### src/rtl/tx_os_sched_pkg.sv
// Shared symbols, beat-type codes and state encoding for the TX ordered-set scheduler.
package tx_os_sched_pkg;

    localparam logic [7:0] COM     = 8'hBC;
    localparam logic [7:0] SKP_SYM = 8'h1C;
    localparam logic [7:0] IDL_SYM = 8'h7C;

    typedef enum logic [1:0] {
        BT_TS   = 2'd0,
        BT_SKP  = 2'd1,
        BT_EIOS = 2'd2
    } beat_type_t;

    typedef enum logic [1:0] {
        IDLE,
        RUN,
        EIOS,
        EI
    } sched_state_t;

    // COM followed by three copies of the set's symbol, remaining symbols zero.
    function automatic logic [127:0] os_beat(input logic [7:0] sym);
        return {COM, sym, sym, sym, 96'h0};
    endfunction

endpackage

### src/rtl/tx_os_sched_if.sv
// Signals between the LTSSM/ts_gen side, the scheduler and the per-lane TX FIFO.
interface tx_os_sched_if;
    logic         tx_en;
    logic         eios_req;
    logic         eios_done;
    logic         ts_valid;
    logic [127:0] ts;
    logic         ts_stall;
    logic         fifo_full;
    logic         fifo_wr;
    logic [127:0] fifo_data;
    logic [1:0]   fifo_type;
    logic         skp_overrun;

    modport master (
        output tx_en, eios_req, ts_valid, ts, fifo_full,
        input  eios_done, ts_stall, fifo_wr, fifo_data, fifo_type, skp_overrun
    );

    modport slave (
        input  tx_en, eios_req, ts_valid, ts, fifo_full,
        output eios_done, ts_stall, fifo_wr, fifo_data, fifo_type, skp_overrun
    );
endinterface

### src/rtl/tx_os_sched_skp_timer.sv
// SKP interval counter with pending flag and sticky overrun indication.
module skp_timer #(
    parameter int unsigned SKP_INTERVAL = 1180
) (
    input  logic clk,
    input  logic rst,
    input  logic run,
    input  logic clr,
    input  logic skp_taken,
    output logic skp_pending,
    output logic skp_overrun
);

    logic [15:0] cnt;
    logic        wrap;

    assign wrap = run && (cnt == 16'(SKP_INTERVAL - 1));

    always_ff @(posedge clk) begin
        if (rst) begin
            cnt         <= '0;
            skp_pending <= 1'b0;
            skp_overrun <= 1'b0;
        end else if (clr) begin
            cnt         <= '0;
            skp_pending <= 1'b0;
        end else if (run) begin
            cnt <= wrap ? '0 : cnt + 16'd1;
            // A wrap with a SKP still queued is flagged, never queued twice.
            if (wrap && skp_pending)
                skp_overrun <= 1'b1;
            if (wrap && !skp_pending)
                skp_pending <= 1'b1;
            else if (skp_taken)
                skp_pending <= 1'b0;
        end
    end

endmodule

### src/rtl/tx_os_sched.sv
// Shares the TX FIFO write port between TS beats, periodic SKP and EIOS sequences.
module tx_os_sched
    import tx_os_sched_pkg::*;
#(
    parameter int unsigned SKP_INTERVAL = 1180,
    parameter int unsigned EIOS_CNT     = 1
) (
    input logic         clk,
    input logic         rst,
    tx_os_sched_if.slave bus
);

    sched_state_t state, state_nx;
    logic         skid_valid, skid_valid_nx;
    logic [127:0] skid_data, skid_data_nx;
    logic [1:0]   eios_sent, eios_sent_nx;
    logic         wr_nx;
    logic [127:0] data_nx;
    logic [1:0]   type_nx;
    logic         run, skp_taken, skp_pending, ts_granted;

    skp_timer #(.SKP_INTERVAL(SKP_INTERVAL)) u_skp_timer (
        .clk         (clk),
        .rst         (rst),
        .run         (run),
        .clr         (~run),
        .skp_taken   (skp_taken),
        .skp_pending (skp_pending),
        .skp_overrun (bus.skp_overrun)
    );

    assign bus.ts_stall  = bus.fifo_full | skp_pending | skid_valid | (state != RUN);
    assign bus.eios_done = (state == EI);

    always_comb begin
        state_nx      = state;
        skid_valid_nx = skid_valid;
        skid_data_nx  = skid_data;
        eios_sent_nx  = eios_sent;
        wr_nx         = 1'b0;
        data_nx       = bus.fifo_data;
        type_nx       = bus.fifo_type;
        run           = 1'b0;
        skp_taken     = 1'b0;
        ts_granted    = 1'b0;
        unique case (state)
            IDLE: begin
                eios_sent_nx = '0;
                if (bus.tx_en)
                    state_nx = RUN;
            end
            RUN: begin
                // Leaving RUN takes precedence over any grant that cycle.
                if (!bus.tx_en) begin
                    state_nx      = IDLE;
                    skid_valid_nx = 1'b0;
                end else if (bus.eios_req) begin
                    state_nx      = EIOS;
                    skid_valid_nx = 1'b0;
                    eios_sent_nx  = '0;
                end else begin
                    run = 1'b1;
                    if (!bus.fifo_full) begin
                        if (skp_pending) begin
                            wr_nx     = 1'b1;
                            data_nx   = os_beat(SKP_SYM);
                            type_nx   = BT_SKP;
                            skp_taken = 1'b1;
                        end else if (skid_valid) begin
                            wr_nx         = 1'b1;
                            data_nx       = skid_data;
                            type_nx       = BT_TS;
                            skid_valid_nx = 1'b0;
                        end else if (bus.ts_valid) begin
                            wr_nx      = 1'b1;
                            data_nx    = bus.ts;
                            type_nx    = BT_TS;
                            ts_granted = 1'b1;
                        end
                    end
                    if (bus.ts_valid && !ts_granted && !skid_valid) begin
                        skid_valid_nx = 1'b1;
                        skid_data_nx  = bus.ts;
                    end
                end
            end
            EIOS: begin
                if (!bus.fifo_full) begin
                    wr_nx        = 1'b1;
                    data_nx      = os_beat(IDL_SYM);
                    type_nx      = BT_EIOS;
                    eios_sent_nx = eios_sent + 2'd1;
                    if (eios_sent == 2'(EIOS_CNT - 1))
                        state_nx = EI;
                end
            end
            EI: begin
                if (!bus.tx_en)
                    state_nx = IDLE;
            end
        endcase
    end

    always_ff @(posedge clk) begin
        if (rst) begin
            state         <= IDLE;
            skid_valid    <= 1'b0;
            skid_data     <= '0;
            eios_sent     <= '0;
            bus.fifo_wr   <= 1'b0;
            bus.fifo_data <= '0;
            bus.fifo_type <= '0;
        end else begin
            state         <= state_nx;
            skid_valid    <= skid_valid_nx;
            skid_data     <= skid_data_nx;
            eios_sent     <= eios_sent_nx;
            bus.fifo_wr   <= wr_nx;
            bus.fifo_data <= data_nx;
            bus.fifo_type <= type_nx;
        end
    end

endmodule

### src/flat_wrapper.sv
// flat-port wrapper written by rule: the top's interface ports become plain ports
module tx_os_sched_flat import tx_os_sched_pkg::*;
#(
    parameter int unsigned SKP_INTERVAL = 1180,
    parameter int unsigned EIOS_CNT     = 1
)
  (clk, rst, bus_tx_en, bus_eios_req, bus_ts_valid, bus_ts, bus_fifo_full, bus_eios_done, bus_ts_stall, bus_fifo_wr, bus_fifo_data, bus_fifo_type, bus_skp_overrun);
  tx_os_sched_if bus_i ();
  input logic clk;
  input logic rst;
  input wire logic [$bits(bus_i.tx_en)-1:0] bus_tx_en;
  input wire logic [$bits(bus_i.eios_req)-1:0] bus_eios_req;
  input wire logic [$bits(bus_i.ts_valid)-1:0] bus_ts_valid;
  input wire logic [$bits(bus_i.ts)-1:0] bus_ts;
  input wire logic [$bits(bus_i.fifo_full)-1:0] bus_fifo_full;
  output wire logic [$bits(bus_i.eios_done)-1:0] bus_eios_done;
  output wire logic [$bits(bus_i.ts_stall)-1:0] bus_ts_stall;
  output wire logic [$bits(bus_i.fifo_wr)-1:0] bus_fifo_wr;
  output wire logic [$bits(bus_i.fifo_data)-1:0] bus_fifo_data;
  output wire logic [$bits(bus_i.fifo_type)-1:0] bus_fifo_type;
  output wire logic [$bits(bus_i.skp_overrun)-1:0] bus_skp_overrun;
  assign bus_i.tx_en = bus_tx_en;
  assign bus_i.eios_req = bus_eios_req;
  assign bus_i.ts_valid = bus_ts_valid;
  assign bus_i.ts = bus_ts;
  assign bus_i.fifo_full = bus_fifo_full;
  assign bus_eios_done = bus_i.eios_done;
  assign bus_ts_stall = bus_i.ts_stall;
  assign bus_fifo_wr = bus_i.fifo_wr;
  assign bus_fifo_data = bus_i.fifo_data;
  assign bus_fifo_type = bus_i.fifo_type;
  assign bus_skp_overrun = bus_i.skp_overrun;
  tx_os_sched #(.SKP_INTERVAL(SKP_INTERVAL), .EIOS_CNT(EIOS_CNT)) u_core (.clk(clk), .rst(rst), .bus(bus_i));
endmodule
### config.mk
export PLATFORM = sky130hd
export DESIGN_NAME = tx_os_sched_flat
export DESIGN_NICKNAME = d
export VERILOG_FILES = /design/src/rtl/tx_os_sched_pkg.sv /design/src/rtl/tx_os_sched_if.sv /design/src/rtl/tx_os_sched_skp_timer.sv /design/src/rtl/tx_os_sched.sv /design/src/flat_wrapper.sv
export SDC_FILE = /design/constraint.sdc
export NUM_CORES = 1
export LEC_CHECK = 0
export CAP_MARGIN = 25
export CORE_MARGIN = 4
export CORE_UTILIZATION = 40
export DETAILED_ROUTE_END_ITERATION = 6
export GPL_ROUTABILITY_DRIVEN = 0
export PLACE_DENSITY = 0.67
export SLEW_MARGIN = 5
export SYNTH_ARGS = -nofsm -noshare
export SYNTH_HDL_FRONTEND = slang
export SYNTH_HIERARCHICAL = 1
export SYNTH_SLANG_ARGS = --single-unit
### constraint.sdc
create_clock -name clk -period 2.3 [get_ports clk]
set_input_delay 0.23 -clock clk [delete_from_list [all_inputs] [get_ports clk]]
set_output_delay 0.23 -clock clk [all_outputs]
set_load 0.005 [all_outputs]
* Yosys cells after proc, flatten, opt, wreduce, memory -nomap -nowiden
Cells that the tools add are included.
Word-level totals: register bits after elaboration 282, input port bits 134, output and inout bits 134, word-level logic and storage cells 111
Cells by class: add/subtract/negate cells 2, eq/ne operators 17, multiplexer cells 56, bitwise operators 5, reduce and logical (&&, ||, !) cells 21
Operator list (count):
- 128-bit 2-to-1 mux | 7
- 128-bit one-hot mux with 2 select lines | 1
- 2-bit 2-to-1 mux | 16
- 1-bit 2-to-1 mux | 28
- 16-bit by 1-bit adder with 16-bit output, second input constant | 1
- 16-bit by 11-bit == test with 1-bit output, second input constant | 1
- 2-bit != test, second input constant | 7
- 4-bit by 3-bit != test with 1-bit output, second input constant | 3
- 2-bit one-hot mux with 4 select lines | 1
- 4-bit AND reduction | 2
- 2-bit one-hot mux with 3 select lines | 1
- 6-bit AND reduction | 1
- 1-bit logical AND | 5
- 5-bit AND reduction | 1
- 2-bit == test, second input constant | 2
- 2-bit logical NOT | 2
- 2-bit by 1-bit != test with 1-bit output, second input constant | 2
- 2-bit one-hot mux with 2 select lines | 1
- 2-bit nonzero test | 2
- 1-bit logical NOT | 3
- 3-bit != test, second input constant | 1
- 1-bit OR | 3
- 3-bit AND reduction | 1
- 3-bit nonzero test | 1
- other kinds (7) | 8

* Logic depth before layout (Yosys ltp)
depth in word-level cells 13, depth in mapped cells 10, gate-level depth less buffers 8

* Modules after synthesis
The synthesis kept the hierarchy.
Modules (own cells, without submodules):
- tx_os_sched | instances 1, cells an instance 1324, area each 10988.0 um^2, sequential area each 5285.1 um^2
- skp_timer | instances 1, cells an instance 92, area each 832.0 um^2, sequential area each 360.3 um^2

* Worst setup path after synthesis
OpenSTA, ideal clock, no wires.
path kind register -> register, from register u_core.state[0], to register u_core.u_skp_timer.cnt[15], library setup time 0.070 ns, arrival time 2.044 ns, required time 2.230 ns, path slack 0.187 ns, stages on the path, launching flop included 10, path buffers 2, clock period less this slack 2.113 ns, cell sequence dfxtp_1 ha_1 buf_2 nand3b_2 inv_1 and4_1 buf_4 nand3_2 or4_1 a21oi_1
Between the ends: cells in the longest elaborated chain, start to end 4, elaborated cells between the ends (all ways) 5, those cells by class 1 x eq/ne; 1 x mux; 1 x bitwise; 2 x reduce/logical
Ends and longest elaborated chain:
- start, declared | RTL line tx_os_sched.sv:13 | sched_state_t state, state_nx;
- start signal, assigned | RTL line tx_os_sched.sv:114 | state <= state_nx;
- 2-bit by 1-bit == test with 1-bit output * | RTL line tx_os_sched.sv:46 | unique case (state)
- 1-bit 2-to-1 mux * | RTL line tx_os_sched.sv:46
- net u_core.run | RTL line tx_os_sched.sv:20 | logic run, skp_taken, skp_pending, ts_granted;
- 1-bit logical AND or 1-bit inverter (tied branches)
- 3-bit OR reduction (no line) *
- end signal, assigned | RTL line tx_os_sched_skp_timer.sv:28 | cnt <= wrap ? '0 : cnt + 16'd1;
- end, declared | RTL line tx_os_sched_skp_timer.sv:14 | logic [15:0] cnt;
The timed path passes the listed nets; every way through them passes the cells marked *. A chain may end at the register's enable or synchronous reset.

==> results.md <==
- Port bufs: around 270
- Leakage: 0.005233 µW
- Clk root buf: clkbuf_16
- Core ar.: 28940 µm²
- Worst reg2reg startpoint: u_core/state[0]$_SDFFE_PP0P_
- Syn Inst Count: about 1400
- Fmax: 457.0 MHz
- Synthesized area: ~12000 µm²
- Largest net degree at the start of global routing: 125
- Crit path DAT: 1.96 ns
- YS warnings: 6
- Worst path cell trace: inv_2 > ha_4 > inv_1 > or4_1 > dlygate4sd2_1
- R2R Setup Slk: 0.11 ns
- Max-slew violations: 0
- H-tree levels: 1
- Syn_nets: between 1500 and 2000
- Worst slew margin: 55.34%
- 1st-pass router iterations: 5
- Total grt overflow: 0
- Hold crit path type: primary input to flip-flop
- Filler cell count: 2634
- Max-capacitance violation count: 0
- Worst skew pair latency: 0.55 ns
- Top-count cell post-synth: nand2_1
- Initial antenna violation count: 4
- Post-synth top area share: 47.76%
- RSZ-0062 raised after global routing: false
- Largest stage delay, worst path: 0.48 ns
- Final HPWL DP: between 20000 and 25000 µm
- #FFs+latches synth: 282
- CTS tree: done
- Hold Path Cell Cnt: 2
- Rows: 62
- Clock Path Buffers: 3
- Reg2reg end: u_core/bus.fifo_data[56]$_SDFFE_PP0P_
- Final cell count without fillers: 2039
- CTS sink count: around 280
- Post-DR wirelength/cell: 16.69 µm
- CP startpoint kind: flip-flop
- Hold Violations, Final: 0
- Area of the multi-input gates: 5628 µm²
- Number of synthesized flops with an enable pin: 0
- CP max FO: 8
- # setup viols final: 0
- Yosys cell types: 43
- WP data required: approximately 2.1 ns
- Ports: 268
- Crit-path slowest cell: or4_1
- Area contributors post-synth: dfxtp_1 (48%), nand2_1 (12%), a21oi_1 (10%)
- Fin nets: 1769
- Seq/Total Area, Yosys: 47.76%
- First-pass GRT wire length: 54070 µm
- Power per cell area: 729.2 nW/µm²
- Vias per inst: 5.176
- CTS buffer count: 30
- Status: complete, no violations
- R2R cell count: 10
- CP Class: flip-flop to output port
- Area grow syn2layout: 35.33%
- Design Power: approximately 12000 µW
- Setup Skew: ~0.015 ns
- Drt first-iter violations: 745
- Die area: about 32000 µm²
- Synthesized area per cell: ~8.3 µm²
- Tmin final: 2.188 ns
- Main synth FF type: dfxtp_1
- Layout cell share with drive strength beyond 1: 12.29%
- Vias in the first global route: 10430
- Hold_buf cts: 0
- Worst Hold Endpoint: u_core/bus.fifo_data[13]$_SDFFE_PP0P_
- Worst setup EP type: output port
- Clk slew on worst S/H paths: 0.06 ns
- Detail Route Antenna Nets: 0
- DRC Markers: 0
- Initial Utilization: 40.85%
- Die Ht: 179.9 µm
- Vias: 10550
- Biggest area consumer among synthesized cells: dfxtp_1
- Fin crit share: 95.15%
- Gr usage total: 19.51%
- Least-Margin Pin Slew: 0.6699 ns
- Async S/R FF share, synth: 0%
- WL final: 34030 µm
- Post-synth top cells: nand2_1 (371), dfxtp_1 (282), a21oi_1 (246), nand3_1 (112), mux2_2 (108)
- VDD IR max: a little under 0.6 mV
- Placed Instances: between 1500 and 2000
- Reg area: 5649 µm²
- Hold_sp: rst
- Die X: between 150 and 200 µm
- Sum Neg Setup Slack: 0 ns
## worst max-delay path by stage
stage | end | from | slack (ns) | depth (start not counted)
finish | bus_ts_stall | flip-flop | 0.11 | 5
global route | u_core/bus.fifo_data[58]$_SDFFE_PP0P_ | u_core/state[0]$_SDFFE_PP0P_ | 0.01 | 10
CTS | u_core/bus.fifo_data[100]$_SDFFE_PP0P_ | u_core/state[0]$_SDFFE_PP0P_ | 0.07 | 8
detailed placement | u_core/bus.fifo_data[100]$_SDFFE_PP0P_ | flip-flop | 0.04 | 7
global placement | u_core/u_skp_timer/skp_overrun$_SDFFE_PP0P_ | bus_eios_req | 0.07 | 7
floorplan | u_core/u_skp_timer/cnt[15]$_SDFFE_PP0P_ | u_core/state[0]$_SDFFE_PP0P_ | 0.19 | 9
## power breakdown
part	switching, µW	leakage [µW]	internal, µW
logic	710	0.00245	748
registers	89.8	0.00228	5040
clock network	1960	0.000511	3120
total	2760	0.00523	8900
## what timing repair did
item | in CTS | in global routing
gates resized for setup | 4 | 2
cloned | 0 | 1
endpoints found under the setup margin | 1 | 100
setup buffers | 0 | 2
pin swaps | 0 | 1
## stage by stage
stage	hold WS, ns	setup WS (ns)	instance area [µm²]	util (%)
CTS	0.01265	0.06620	15960	55.14
finish	0.03365	0.1116	16000	55.28
global placement	0.4333	0.06796	14900	51.50
floorplan	0.2991	0.1865	11820	-
detailed placement	0.4431	0.03891	14900	51.50
global route	0.04246	0.01460	16000	55.28
## routing by layer
layer | wire [µm] | part of all wire [%] | GRT usage (%)
met1 | 14560 | 43 | 24.30
met2 | 16610 | 49 | 33.88
met3 | 1964 | 5.8 | 4.446
met4 | 883 | 2.6 | 5.699
met5 | 7 | 0.021 | 0
## kinds of logic after synthesis
| group | after synthesis | synth area share [%] |
|---|---|---|
| muxes | 128 | 11.98 |
| adders and majority gates | 7 | 0.7409 |
| AOI/OAI and AO/OA | 274 | 12.45 |
| buffers and inverters | 132 | 4.996 |
| xor gates and xnor gates | 12 | 0.8892 |
| DFF | 282 | 47.76 |
| and+or+nand+nor | 581 | 21.18 |
## critical path, delay by kind of cell, from the launching register on
kind	cells	cell delay (ns)
adders and majority gates	1	0.18
buffers and inverters	3	0.41
and+or+nand+nor	1	0.48
DFF	1	0.32
## registers in the layout (all words and copies together), names as in the netlist, named ones only
| signal | cells |
|---|---|
| u_core/bus.fifo_data | 128 |
| u_core/skid_data | 128 |
| u_core/u_skp_timer/cnt | 16 |
| u_core/bus.fifo_type | 2 |
| u_core/eios_sent | 2 |
| u_core/bus.fifo_wr | 1 |
| u_core/skid_valid | 1 |
| u_core/state | 1 |
| u_core/u_skp_timer/skp_overrun | 1 |
| u_core/u_skp_timer/skp_pending | 1 |
## cell type report
class	count	area share [%]
antenna	3	0.04693
tap	384	3.004
clock inverter	8	0.8995
inverter	9	0.2112
timing repair buffer	303	19.72
sequential	282	35.31
clock buffer	48	5.624
multi-input combinational	1002	35.18
## cells in the final DEF, fill, tap and decap left out, drive strengths merged, types with 7 or more instances in the layout
cell,instances
a21oi,246
a311oi,17
buf,35
clkbuf,50
clkdlybuf4s50,265
dfxtp,282
ha,7
inv,10
mux2,108
mux2i,20
nand2,371
nand3,113
nand4,8
nor2,42
nor3,13
xor2,11
(Power assumes the default switching activity.)
